$ cat config.mk
export PLATFORM = sky130hd
export DESIGN_NAME = adam_axil_apb_bridge
export DESIGN_NICKNAME = d
export VERILOG_FILES = /design/src/rtl/adam_axil_apb_bridge.sv
export SDC_FILE = /design/constraint.sdc
export NUM_CORES = 1
export LEC_CHECK = 0
export ABC_AREA = 1
export BUFFER_PORTS_ARGS = -buffer_cell sky130_fd_sc_hd__buf_2
export CAP_MARGIN = 20
export CELL_PAD_IN_SITES_DETAIL_PLACEMENT = 0
export CELL_PAD_IN_SITES_GLOBAL_PLACEMENT = 1
export CORE_MARGIN = 2
export CORE_UTILIZATION = 31
export DETAILED_ROUTE_END_ITERATION = 8
export GPL_ROUTABILITY_DRIVEN = 0
export PLACE_DENSITY_LB_ADDON = 0.1
export SYNTH_ARGS = -nofsm -noshare
export SYNTH_HDL_FRONTEND = slang
export SYNTH_SLANG_ARGS = --single-unit
$ cat constraint.sdc
create_clock -name i_clk -period 2.54 [get_ports i_clk]
set_input_delay 0.254 -clock i_clk [delete_from_list [all_inputs] [get_ports i_clk]]
set_output_delay 0.254 -clock i_clk [all_outputs]
set_load 0.005 [all_outputs]
$ cat src/rtl/adam_axil_apb_bridge.sv
// adam_axil_apb_bridge: single-outstanding AXI-Lite slave to APB4 master
// with SLVERR mapping, ACCESS timeout and pause/ack quiescing.
module adam_axil_apb_bridge #(
  parameter int ADDR_WIDTH = 32,
  parameter int DATA_WIDTH = 32,
  parameter int STRB_WIDTH = DATA_WIDTH / 8,
  parameter int TIMEOUT    = 255
) (
  input  logic                  i_clk,
  input  logic                  i_rst,
  input  logic                  i_pause_req,
  output logic                  o_pause_ack,
  input  logic [ADDR_WIDTH-1:0] i_aw_addr,
  input  logic [2:0]            i_aw_prot,
  input  logic                  i_aw_valid,
  output logic                  o_aw_ready,
  input  logic [DATA_WIDTH-1:0] i_w_data,
  input  logic [STRB_WIDTH-1:0] i_w_strb,
  input  logic                  i_w_valid,
  output logic                  o_w_ready,
  output logic [1:0]            o_b_resp,
  output logic                  o_b_valid,
  input  logic                  i_b_ready,
  input  logic [ADDR_WIDTH-1:0] i_ar_addr,
  input  logic [2:0]            i_ar_prot,
  input  logic                  i_ar_valid,
  output logic                  o_ar_ready,
  output logic [DATA_WIDTH-1:0] o_r_data,
  output logic [1:0]            o_r_resp,
  output logic                  o_r_valid,
  input  logic                  i_r_ready,
  output logic [ADDR_WIDTH-1:0] o_paddr,
  output logic                  o_psel,
  output logic                  o_penable,
  output logic                  o_pwrite,
  output logic [DATA_WIDTH-1:0] o_pwdata,
  output logic [STRB_WIDTH-1:0] o_pstrb,
  output logic [2:0]            o_pprot,
  input  logic [DATA_WIDTH-1:0] i_prdata,
  input  logic                  i_pready,
  input  logic                  i_pslverr
);

  localparam int CW = (TIMEOUT > 1) ? $clog2(TIMEOUT) : 1;
  localparam logic [CW-1:0] TO_LAST = CW'((TIMEOUT > 0) ? TIMEOUT - 1 : 0);

  typedef enum logic [2:0] {
    S_IDLE,
    S_SETUP,
    S_ACCESS,
    S_RESP,
    S_PAUSED
  } state_t;

  state_t                r_state;
  state_t                w_state_nxt;
  logic                  r_prio_wr;
  logic                  r_write;
  logic                  r_err;
  logic [CW-1:0]         r_cnt;
  logic [ADDR_WIDTH-1:0] r_paddr;
  logic [DATA_WIDTH-1:0] r_pwdata;
  logic [STRB_WIDTH-1:0] r_pstrb;
  logic [2:0]            r_pprot;
  logic [DATA_WIDTH-1:0] r_rdata;
  logic                  w_wr_cand;
  logic                  w_rd_cand;
  logic                  w_take_wr;
  logic                  w_take_rd;
  logic                  w_timeout;

  assign w_wr_cand = i_aw_valid && i_w_valid;
  assign w_rd_cand = i_ar_valid;
  assign w_timeout = (TIMEOUT != 0) && !i_pready && (r_cnt == TO_LAST);

  always_comb begin
    w_state_nxt = r_state;
    w_take_wr   = 1'b0;
    w_take_rd   = 1'b0;
    unique case (r_state)
      S_IDLE: begin
        if (i_pause_req) begin
          w_state_nxt = S_PAUSED;
        end else begin
          w_take_wr = w_wr_cand && (!w_rd_cand || r_prio_wr);
          w_take_rd = w_rd_cand && !w_take_wr;
          if (w_take_wr || w_take_rd) w_state_nxt = S_SETUP;
        end
      end
      S_SETUP:  w_state_nxt = S_ACCESS;
      S_ACCESS: if (i_pready || w_timeout) w_state_nxt = S_RESP;
      S_RESP:   if (r_write ? i_b_ready : i_r_ready) w_state_nxt = S_IDLE;
      S_PAUSED: if (!i_pause_req) w_state_nxt = S_IDLE;
      default:  w_state_nxt = S_IDLE;
    endcase
  end

  always_ff @(posedge i_clk) begin
    if (i_rst) begin
      r_state   <= S_IDLE;
      r_prio_wr <= 1'b1;
      r_write   <= 1'b0;
      r_err     <= 1'b0;
      r_cnt     <= '0;
      r_paddr   <= '0;
      r_pwdata  <= '0;
      r_pstrb   <= '0;
      r_pprot   <= '0;
      r_rdata   <= '0;
    end else begin
      r_state <= w_state_nxt;
      // priority only alternates when both sides compete
      if ((w_take_wr || w_take_rd) && w_wr_cand && w_rd_cand)
        r_prio_wr <= ~r_prio_wr;
      if (w_take_wr) begin
        r_write  <= 1'b1;
        r_paddr  <= i_aw_addr;
        r_pprot  <= i_aw_prot;
        r_pwdata <= i_w_data;
        r_pstrb  <= i_w_strb;
      end else if (w_take_rd) begin
        r_write <= 1'b0;
        r_paddr <= i_ar_addr;
        r_pprot <= i_ar_prot;
      end
      if (r_state == S_ACCESS) begin
        if (i_pready) begin
          r_cnt <= '0;
          r_err <= i_pslverr;
          if (!r_write) r_rdata <= i_prdata;
        end else if (w_timeout) begin
          r_cnt <= '0;
          r_err <= 1'b1;
          if (!r_write) r_rdata <= '0;
        end else if (TIMEOUT != 0) begin
          r_cnt <= r_cnt + 1'b1;
        end
      end
    end
  end

  assign o_aw_ready  = w_take_wr;
  assign o_w_ready   = w_take_wr;
  assign o_ar_ready  = w_take_rd;
  assign o_pause_ack = (r_state == S_PAUSED);
  assign o_psel      = (r_state == S_SETUP) || (r_state == S_ACCESS);
  assign o_penable   = (r_state == S_ACCESS);
  assign o_pwrite    = r_write;
  assign o_paddr     = r_paddr;
  assign o_pwdata    = r_pwdata;
  assign o_pstrb     = r_write ? r_pstrb : '0;
  assign o_pprot     = r_pprot;
  assign o_b_valid   = (r_state == S_RESP) && r_write;
  assign o_r_valid   = (r_state == S_RESP) && !r_write;
  assign o_b_resp    = {r_err, 1'b0};
  assign o_r_resp    = {r_err, 1'b0};
  assign o_r_data    = r_rdata;

endmodule

# --- Word-level counts from Yosys, hierarchy flattened ---
# Index checks and enable logic that the tools add are counted.
word_totals:
  reg_bits: 117
  word_cells: 71
  out_inout_bits: 116
op_classes:
  addsub: 1
  n_reduce_logical: 23
  eq_ne: 9
  bitwise: 2
  n_mux: 26
ops:
  columns: ["operator", "count"]
  rows:
  - ["2-to-1 mux 32 bit", 6]
  - ["2-to-1 mux 3 bit", 7]
  - ["2-to-1 mux 8 bit", 2]
  - ["case mux 3 bit (5 select lines)", 1]
  - ["2-to-1 mux 1 bit", 9]
  - ["adder 8 x 1 -> 8 bit, second input constant", 1]
  - ["== test 8 bit, second input constant", 1]
  - ["logical AND 1 bit", 8]
  - ["== test 3 x 2 -> 1 bit, second input constant", 2]
  - ["logical OR 1 bit", 5]
  - ["zero test 1 bit", 4]
  - ["2-to-1 mux 4 bit", 1]
  - ["inequality test 2 bit, second input constant", 2]
  - ["AND reduction 4 bit", 1]
  - ["nonzero test 2 bit", 2]
  - ["== test 3 x 1 -> 1 bit, second input constant", 1]
  - ["== test 3 bit, second input constant", 1]
  - ["zero test 3 bit", 1]
  - ["inequality test 3 bit, second input constant", 1]
  - ["AND reduction 3 bit", 1]
  - ["inequality test 2 x 1 -> 1 bit, second input constant", 1]
  - ["NOT 1 bit", 2]
  - ["AND reduction 2 bit", 1]

# --- Logic depth before layout (Yosys ltp) ---
# Gate-level depths: netlist (run 1).
depth:
  depth_word: 10
  depth_mapped: 12

# --- Least setup slack after synthesis (run 1) ---
# Ideal clock, no wire load.
synth_timing:
  kind: "register to output"
  startpoint: "reg r_state[0]"
  endpoint: "out o_w_ready"
  required_time_ns: 2.286
  stages_incl_launch_ff: 9
  t_arrival_ns: 1.153
  path_slack_ns: 1.133
  path_cell_list: "dfxtp_1 > inv_2 > nand3_2 > nor2_2 > nand2_1 > buf_6 > inv_4 > buf_4 > buf_4"
synth_between:
  elab_chain_cells: 2
synth_lines:
  columns: ["item", "line_no", "rtl"]
  rows:
  - ["start: declaration", "55", "state_t r_state;"]
  - ["start signal: assignment", "111", "r_state <= w_state_nxt;"]
  - ["zero test 3 bit", "80", "unique case (r_state)"]
  - ["2-to-1 mux 1 bit", "80", null]
  - ["end: declaration", "20", "output logic o_w_ready,"]
# Every way passes these cells.

# --- Final worst setup path (run 1) ---
layout_timing:
  startpoint: "reg r_state[1]"
  endpoint: "out o_aw_ready"
layout_between:
  elab_chain_cells: 2
layout_lines:
  columns: ["item", "line_no", "rtl"]
  rows:
  - ["zero test 3 bit", "80", null]
  - ["2-to-1 mux 1 bit", "80", null]
  - ["end: declaration", "16", "output logic o_aw_ready,"]
# Every way passes these cells.

==> results.sh, run 1 <==
export IMPL_global_route_wire_length_before_repair_microns=23200
export IMPL_most_repeated_cell_in_the_gate_level_netlist_after_synthesis="sky130_fd_sc_hd__nor2_1"
export IMPL_drt_wl_total_microns=15200
export IMPL_post_cts_resized_instances=0
export IMPL_clock_power_share=0.412
export IMPL_hold_path_stages=3
export IMPL_yosys_register_bits=117
export IMPL_power_share_combinational=0.223
export IMPL_p_int_mw=4.50
export IMPL_routed_wire_length_per_instance_microns=13.2
export IMPL_floorplan_die_height_microns=130
export IMPL_outcome="completed"
export IMPL_finalMaxSlewViolations=0
export IMPL_ctsRootBufferMaster="sky130_fd_sc_hd__clkbuf_16"
export IMPL_final_hold_viol_count=0
export IMPL_number_of_global_route_vias_before_repair=4698
export IMPL_critical_path_arrival_ps=1890
export IMPL_min_delay_path_class="input port to register"
export IMPL_r2r_cells=8
export IMPL_syn2layout_area_growth_pct=41.7
export IMPL_layout_cell_area_non_filler_sq_um=6990
export IMPL_synth_top_area_cells="sky130_fd_sc_hd__dfxtp_1, sky130_fd_sc_hd__nor2_1, sky130_fd_sc_hd__a21oi_1, sky130_fd_sc_hd__nand2_1, sky130_fd_sc_hd__o21bai_1"
export IMPL_critical_path_peak_fanout=49
export IMPL_grt_max_degree=71
export IMPL_pin_slew_with_the_least_headroom_to_its_limit_ps=653
export IMPL_synth_seq_area_share=0.475
export IMPL_synth_top_area_cell="sky130_fd_sc_hd__dfxtp_1"
export IMPL_startpoint="r_state[1]"
export IMPL_port_buffers=261
export IMPL_cts_tree="done"
export IMPL_synth_top_area_share=0.475
export IMPL_route_vias_total=5084
export IMPL_power_switching_share=0.289
export IMPL_antenna_violations_before_repair=2
export IMPL_floorplan_rows=46
export IMPL_numCtsBuffers=17
export IMPL_power_switching_mw=1.83
export IMPL_clock_insertion_delay_at_the_later_pin_of_the_skew_report_ps=410
export IMPL_class_of_the_most_critical_setup_path="register to output pin"
export IMPL_p_leak_nw=3.60
export IMPL_finalCriticalPeriod_ps=2140
export IMPL_final_critical_path_setup_slack_ps=396
export IMPL_max_cap_violations=0
export IMPL_dpl_hpwl_microns=11200
export IMPL_critPathRequiredTime_ps=2290
export IMPL_post_cts_repair_setup_buffers=0
export IMPL_vias_per_cell=4.41
export IMPL_drt_pass1_iterations=4
export IMPL_fill_cells=1645
export IMPL_synth_edf_count=0
export IMPL_yosys_cell_types_count=26
export IMPL_worst_setup_path_start_kind="register"
export IMPL_dr_first_iter_drc_count=217
export IMPL_final_layout_size_suffix_gt1_frac=0.338
export IMPL_endpoint="o_aw_ready"
export IMPL_setup_viol_count_final=0
export IMPL_synthesis_instances=682
export IMPL_die_x_microns=130
export IMPL_drt_drc_violations_left=0
export IMPL_slew_limit_headroom=0.564
export IMPL_final_setup_skew_ps=7.38
export IMPL_pin_count=264
export IMPL_hp_start="i_prdata[22]"
export IMPL_ir_drop_v=0.000402
export IMPL_r2r_setup_slack_ps=750
export IMPL_max_clock_freq_mhz=466
export IMPL_core_area_sq_um=15700
export IMPL_clk_path_buf_depth=2
export IMPL_leftover_overflow_at_the_end_of_global_routing=0
export IMPL_floorplan_initialDensity=0.314
export IMPL_synth_async_reset_ratio=0
export IMPL_hold_buffers=0
export IMPL_power_frac_seq=0.364
export IMPL_clk_pin_slew_worst_paths_ps=50
export IMPL_ant_nets=0
export IMPL_dpl_instance_area_sq_um=6350
export IMPL_htree_num_levels=4
export IMPL_crit_path_end_kind="output pin"
export IMPL_postSynth_topFlopCell="sky130_fd_sc_hd__dfxtp_1"
export IMPL_place_worst_setup_slack_ps=706
export IMPL_total_global_routing_track_utilization=0.176
export IMPL_grt_setup_unrepaired="no"
export IMPL_area_of_the_mapped_netlist_sq_um=4930
export IMPL_tns_ps=0
export IMPL_end_of_the_worst_register_to_register_path="o_pwdata[25]"
export IMPL_rr_startpoint="r_state[1]"
export IMPL_yosysWarningCount=0
export IMPL_floorplan_die_area_sq_um=16900
export IMPL_numClockSinks=117
export IMPL_timing_final_crit_share=0.844
export IMPL_avgSynthCellArea_sq_um=7.24
export IMPL_power_density_nw_per_um2=905
export IMPL_nNetsFinal=1074
export IMPL_netlist_top_cells_count="sky130_fd_sc_hd__nor2_1, sky130_fd_sc_hd__dfxtp_1, sky130_fd_sc_hd__nand2_1"
-- power groups by stage --
stage                     logic, mW  clock network (mW)  registers, mW
final                          1.41                2.61           2.31
after CTS                      1.44                2.68           2.31
after detailed placement       1.43                   0           2.34
after global routing           1.61                2.76           2.35
after global placement         1.42                   0           2.33
after floorplan               0.814                   0           2.36
-- layout make-up --
type,count,area [sq um],share of cell area
Inverter,56,213,0.0304
Multi-Input combinational cell,462,2150,0.307
Tap cell,216,270,0.0386
Sequential cell,117,2340,0.335
Clock inverter,14,206,0.0295
Clock buffer,18,439,0.0628
Antenna cell,1,2.50,0.000358
Timing Repair Buffer,270,1370,0.196
-- registers in the layout (all words and copies together) (netlist names) --
signal     cells
r_prio_wr      1
o_paddr       32
r_state        3
r_pstrb        4
o_pprot        3
r_cnt          8
r_err          1
o_pwdata      32
o_pwrite       1
o_r_data      32
-- per-layer routing --
layer / wire, microns / track usage / part of all wire / vias to the layer above
met5: 13 / 0 / 0.00085 / -
met4: 189 / 0.0588 / 0.012 / 2
met3: 1250 / 0.0689 / 0.082 / 15
met2: 7500 / 0.300 / 0.49 / 154
met1: 6290 / 0.201 / 0.41 / 2242
li1: - / - / - / 2671
-- cells in the final DEF, fill, tap and decap left out, types with 8 or more instances in the layout --
cell type                   instances
sky130_fd_sc_hd__a21oi_1           73
sky130_fd_sc_hd__buf_2            261
sky130_fd_sc_hd__buf_4              9
sky130_fd_sc_hd__clkbuf_16         17
sky130_fd_sc_hd__dfxtp_1          117
sky130_fd_sc_hd__inv_1             47
sky130_fd_sc_hd__inv_2              8
sky130_fd_sc_hd__nand2_1           87
sky130_fd_sc_hd__nand3_1           10
sky130_fd_sc_hd__nor2_1           160
sky130_fd_sc_hd__o21ai_0           40
sky130_fd_sc_hd__o21ai_1           42
sky130_fd_sc_hd__o21bai_1          35
-- kinds of logic after synthesis --
| family | share of synthesized area |
|---|---|
| AOI/OAI and AO/OA | 0.212 |
| xor gates and xnor gates | 0.00355 |
| adders and majority gates | 0.00507 |
| buffers and inverters | 0.0923 |
| DFF | 0.475 |
| other | 0.000760 |
| and+or+nand+nor | 0.212 |
-- critical path, stage by stage, from the launching register on --
cell and delay (ps):
sky130_fd_sc_hd__dfxtp_1 340, sky130_fd_sc_hd__inv_2 80, sky130_fd_sc_hd__nand3_2 130, sky130_fd_sc_hd__nor2_2 190, sky130_fd_sc_hd__nand2_1 130, sky130_fd_sc_hd__inv_4 380
sky130_fd_sc_hd__buf_2 210
-- through the flow --
step / util / power [mW] / hold slack (ps) / instances
global route: 0.445 / 6.72 / 79.9 / 1153
floorplan: - / 3.18 / 323 / 683
detailed placement: 0.404 / 3.77 / 467 / 1121
finish: 0.445 / 6.33 / 81.9 / 1154
CTS: 0.445 / 6.42 / 63.8 / 1153
global placement: 0.404 / 3.75 / 460 / 1121
-- worst min-delay path by stage --
| stage | to | slack, ps |
|---|---|---|
| after floorplan | o_pwrite | 320 |
| after global placement | o_pwdata[5] | 460 |
| after detailed placement | o_pwdata[12] | 470 |
| after CTS | o_r_data[22] | 60 |
| after global routing | o_r_data[16] | 80 |
| final | o_r_data[22] | 80 |
No activity file was read; power rests on OpenSTA's default activity.
==> run 2: changes to the inputs <==
CORE_UTILIZATION = 27   (was 31)
clock period = 1.8 ns   (was 2.54 ns; I/O delays follow)
==> results.sh, run 2 (same netlist as run 1, synthesis figures left out) <==
export IMPL_end_of_the_worst_register_to_register_path="o_paddr[29]"
export IMPL_power_switching_share=0.289
export IMPL_rr_startpoint="r_state[1]"
export IMPL_most_frequent_standard_cell_in_the_layout_excluding_fill_and_tap_cells="sky130_fd_sc_hd__buf_2"
export IMPL_tns_ps=0
export IMPL_crit_slowest_cell="sky130_fd_sc_hd__dfxtp_1"
export IMPL_p_int_mw=6.38
export IMPL_final_layout_size_suffix_gt1_frac=0.339
export IMPL_hold_path_stages=3
export IMPL_grt_max_degree=71
export IMPL_utilization=0.409
export IMPL_dpl_hpwl_microns=11500
export IMPL_leftover_overflow_at_the_end_of_global_routing=0
export IMPL_final_hold_viol_count=0
export IMPL_finalCriticalPeriod_ps=1720
export IMPL_total_global_routing_track_utilization=0.169
export IMPL_floorplan_die_area_sq_um=19400
export IMPL_global_route_wire_length_before_repair_microns=26000
export IMPL_power_share_combinational=0.248
export IMPL_core_area_sq_um=18000
export IMPL_nNetsFinal=1099
export IMPL_class_of_the_most_critical_setup_path="register to output pin"
export IMPL_numClockSinks=117
export IMPL_power_switching_mw=2.59
export IMPL_cts_tree="done"
export IMPL_critical_path_arrival_ps=1540
export IMPL_htree_num_levels=4
export IMPL_dr_first_iter_drc_count=159
export IMPL_startpoint="r_state[1]"
export IMPL_pin_count=264
export IMPL_fill_cells=1922
export IMPL_clk_path_buf_depth=2
export IMPL_clock_power_share=0.390
export IMPL_critical_path_peak_fanout=12
export IMPL_vias_per_cell=4.44
export IMPL_most_common_layout_cells="sky130_fd_sc_hd__buf_2, sky130_fd_sc_hd__nor2_1, sky130_fd_sc_hd__dfxtp_1, sky130_fd_sc_hd__nand2_1, sky130_fd_sc_hd__a21oi_1"
export IMPL_r2r_setup_slack_ps=210
export IMPL_floorplan_die_height_microns=139
export IMPL_max_clock_freq_mhz=582
export IMPL_number_of_global_route_vias_before_repair=5211
export IMPL_setup_viol_count_final=0
export IMPL_antenna_violations_before_repair=1
export IMPL_port_buffers=261
export IMPL_ctsRootBufferMaster="sky130_fd_sc_hd__clkbuf_16"
export IMPL_max_cap_violations=0
export IMPL_dp_cells=1136
export IMPL_outcome="completed"
export IMPL_min_delay_path_class="input port to register"
export IMPL_numCtsBuffers=17
export IMPL_timing_critical_path_slowest_cell_delay_ps=340
export IMPL_floorplan_rows=49
export IMPL_critPathRequiredTime_ps=1620
export IMPL_power_density_nw_per_um2=1220
export IMPL_syn2layout_area_growth_pct=48.7
export IMPL_final_instance_count_excl_fillers=1187
export IMPL_die_x_microns=139
export IMPL_power_frac_seq=0.362
export IMPL_timing_critical_path_cells="inv_2 -> nand3_4 -> nor2_4 -> nand2_2 -> clkinv_4 -> buf_16 -> buf_2"
export IMPL_finalMaxSlewViolations=0
export IMPL_p_leak_nw=3.74
export IMPL_route_vias_total=5266
export IMPL_drt_wl_total_microns=16700
export IMPL_worst_setup_path_start_kind="register"
export IMPL_clock_insertion_delay_at_the_later_pin_of_the_skew_report_ps=410
export IMPL_final_setup_skew_ps=8.56
export IMPL_drt_pass1_iterations=5
export IMPL_endpoint="o_aw_ready"
export IMPL_r2r_cells=9
export IMPL_ant_nets=0
export IMPL_routed_wire_length_per_instance_microns=14.0
export IMPL_ir_drop_v=0.000635
export IMPL_clk_pin_slew_worst_paths_ps=50
export IMPL_timing_final_crit_share=0.955
export IMPL_drt_drc_violations_left=0
export IMPL_crit_path_end_kind="output pin"
export IMPL_floorplan_initialDensity=0.275
[run 2: changes by cell type in the layout (fill, tap and decap cells not counted), sizes merged]
cell | previous run | this run
buf | 270 | 278
dlygate4sd3 | 0 | 15
inv | 57 | 55
clkbuf | 18 | 24
clkinvlp | 3 | 0
clkinv | 5 | 2
bufbuf | 0 | 1
bufinv | 5 | 3
[run 2: per-layer routing]
metal  wire (microns)  GRT usage  vias to the layer above
li1                 -          -                     2705
met1             7090      0.192                     2369
met2             7930      0.284                      171
met3             1340     0.0680                       21
met4              301     0.0649                        0
met5                0          0                        -
[run 2: cell type report]
class,count,area [sq um],area share
clock buffer,23,508,0.0692
tap,229,287,0.0390
sequential,117,2340,0.319
timing repair buffer,295,1720,0.235
inverter,56,215,0.0293
antenna,1,2.50,0.000341
multi-input combinational,462,2170,0.295
clock inverter,4,95.1,0.0130
[run 2: worst max-delay path, delay by kind of cell (launching register included)]
kind,cells,cell delay (ps)
buffers and inverters,4,420
DFF,1,340
and+or+nand+nor,3,360
[run 2: per-stage QoR]
stage                     hold WS [ps]  area (sq um)  setup WS [ps]  power, mW
after floorplan                    249          4940            419       4.48
after global placement             412          6450            326       5.35
after detailed placement           420          6450            278       5.39
after CTS                        0.869          7270           26.3       9.04
after global routing              8.30          7340          -2.26       9.54
final                             14.3          7340           81.0       8.98
[run 2: how the worst min path moves through the flow]
stage,start,end,slack (ps)
floorplan,i_rst,o_pwrite,250
global placement,i_prdata[14],o_r_data[14],410
detailed placement,i_prdata[25],o_r_data[25],420
CTS,i_prdata[24],o_r_data[24],0.9
global route,i_prdata[19],o_r_data[19],8
finish,i_prdata[29],o_r_data[29],10
[run 2: timing repair]
action                                 4_1_cts  5_1_grt
hold buffers                                15        0
pin swaps                                    0        1
cloned                                       1        1
gates resized for setup                      4        2
setup endpoints to repair                    2        2
endpoints found under the hold margin       15        0
buffers inserted                             1        5
[run 2: power groups by stage]
stage / clock, mW / sequential (mW) / combinational, mW
floorplan: 0 / 3.33 / 1.15
global placement: 0 / 3.29 / 2.06
detailed placement: 0 / 3.30 / 2.10
CTS: 3.60 / 3.25 / 2.19
global route: 3.72 / 3.31 / 2.51
finish: 3.50 / 3.25 / 2.23
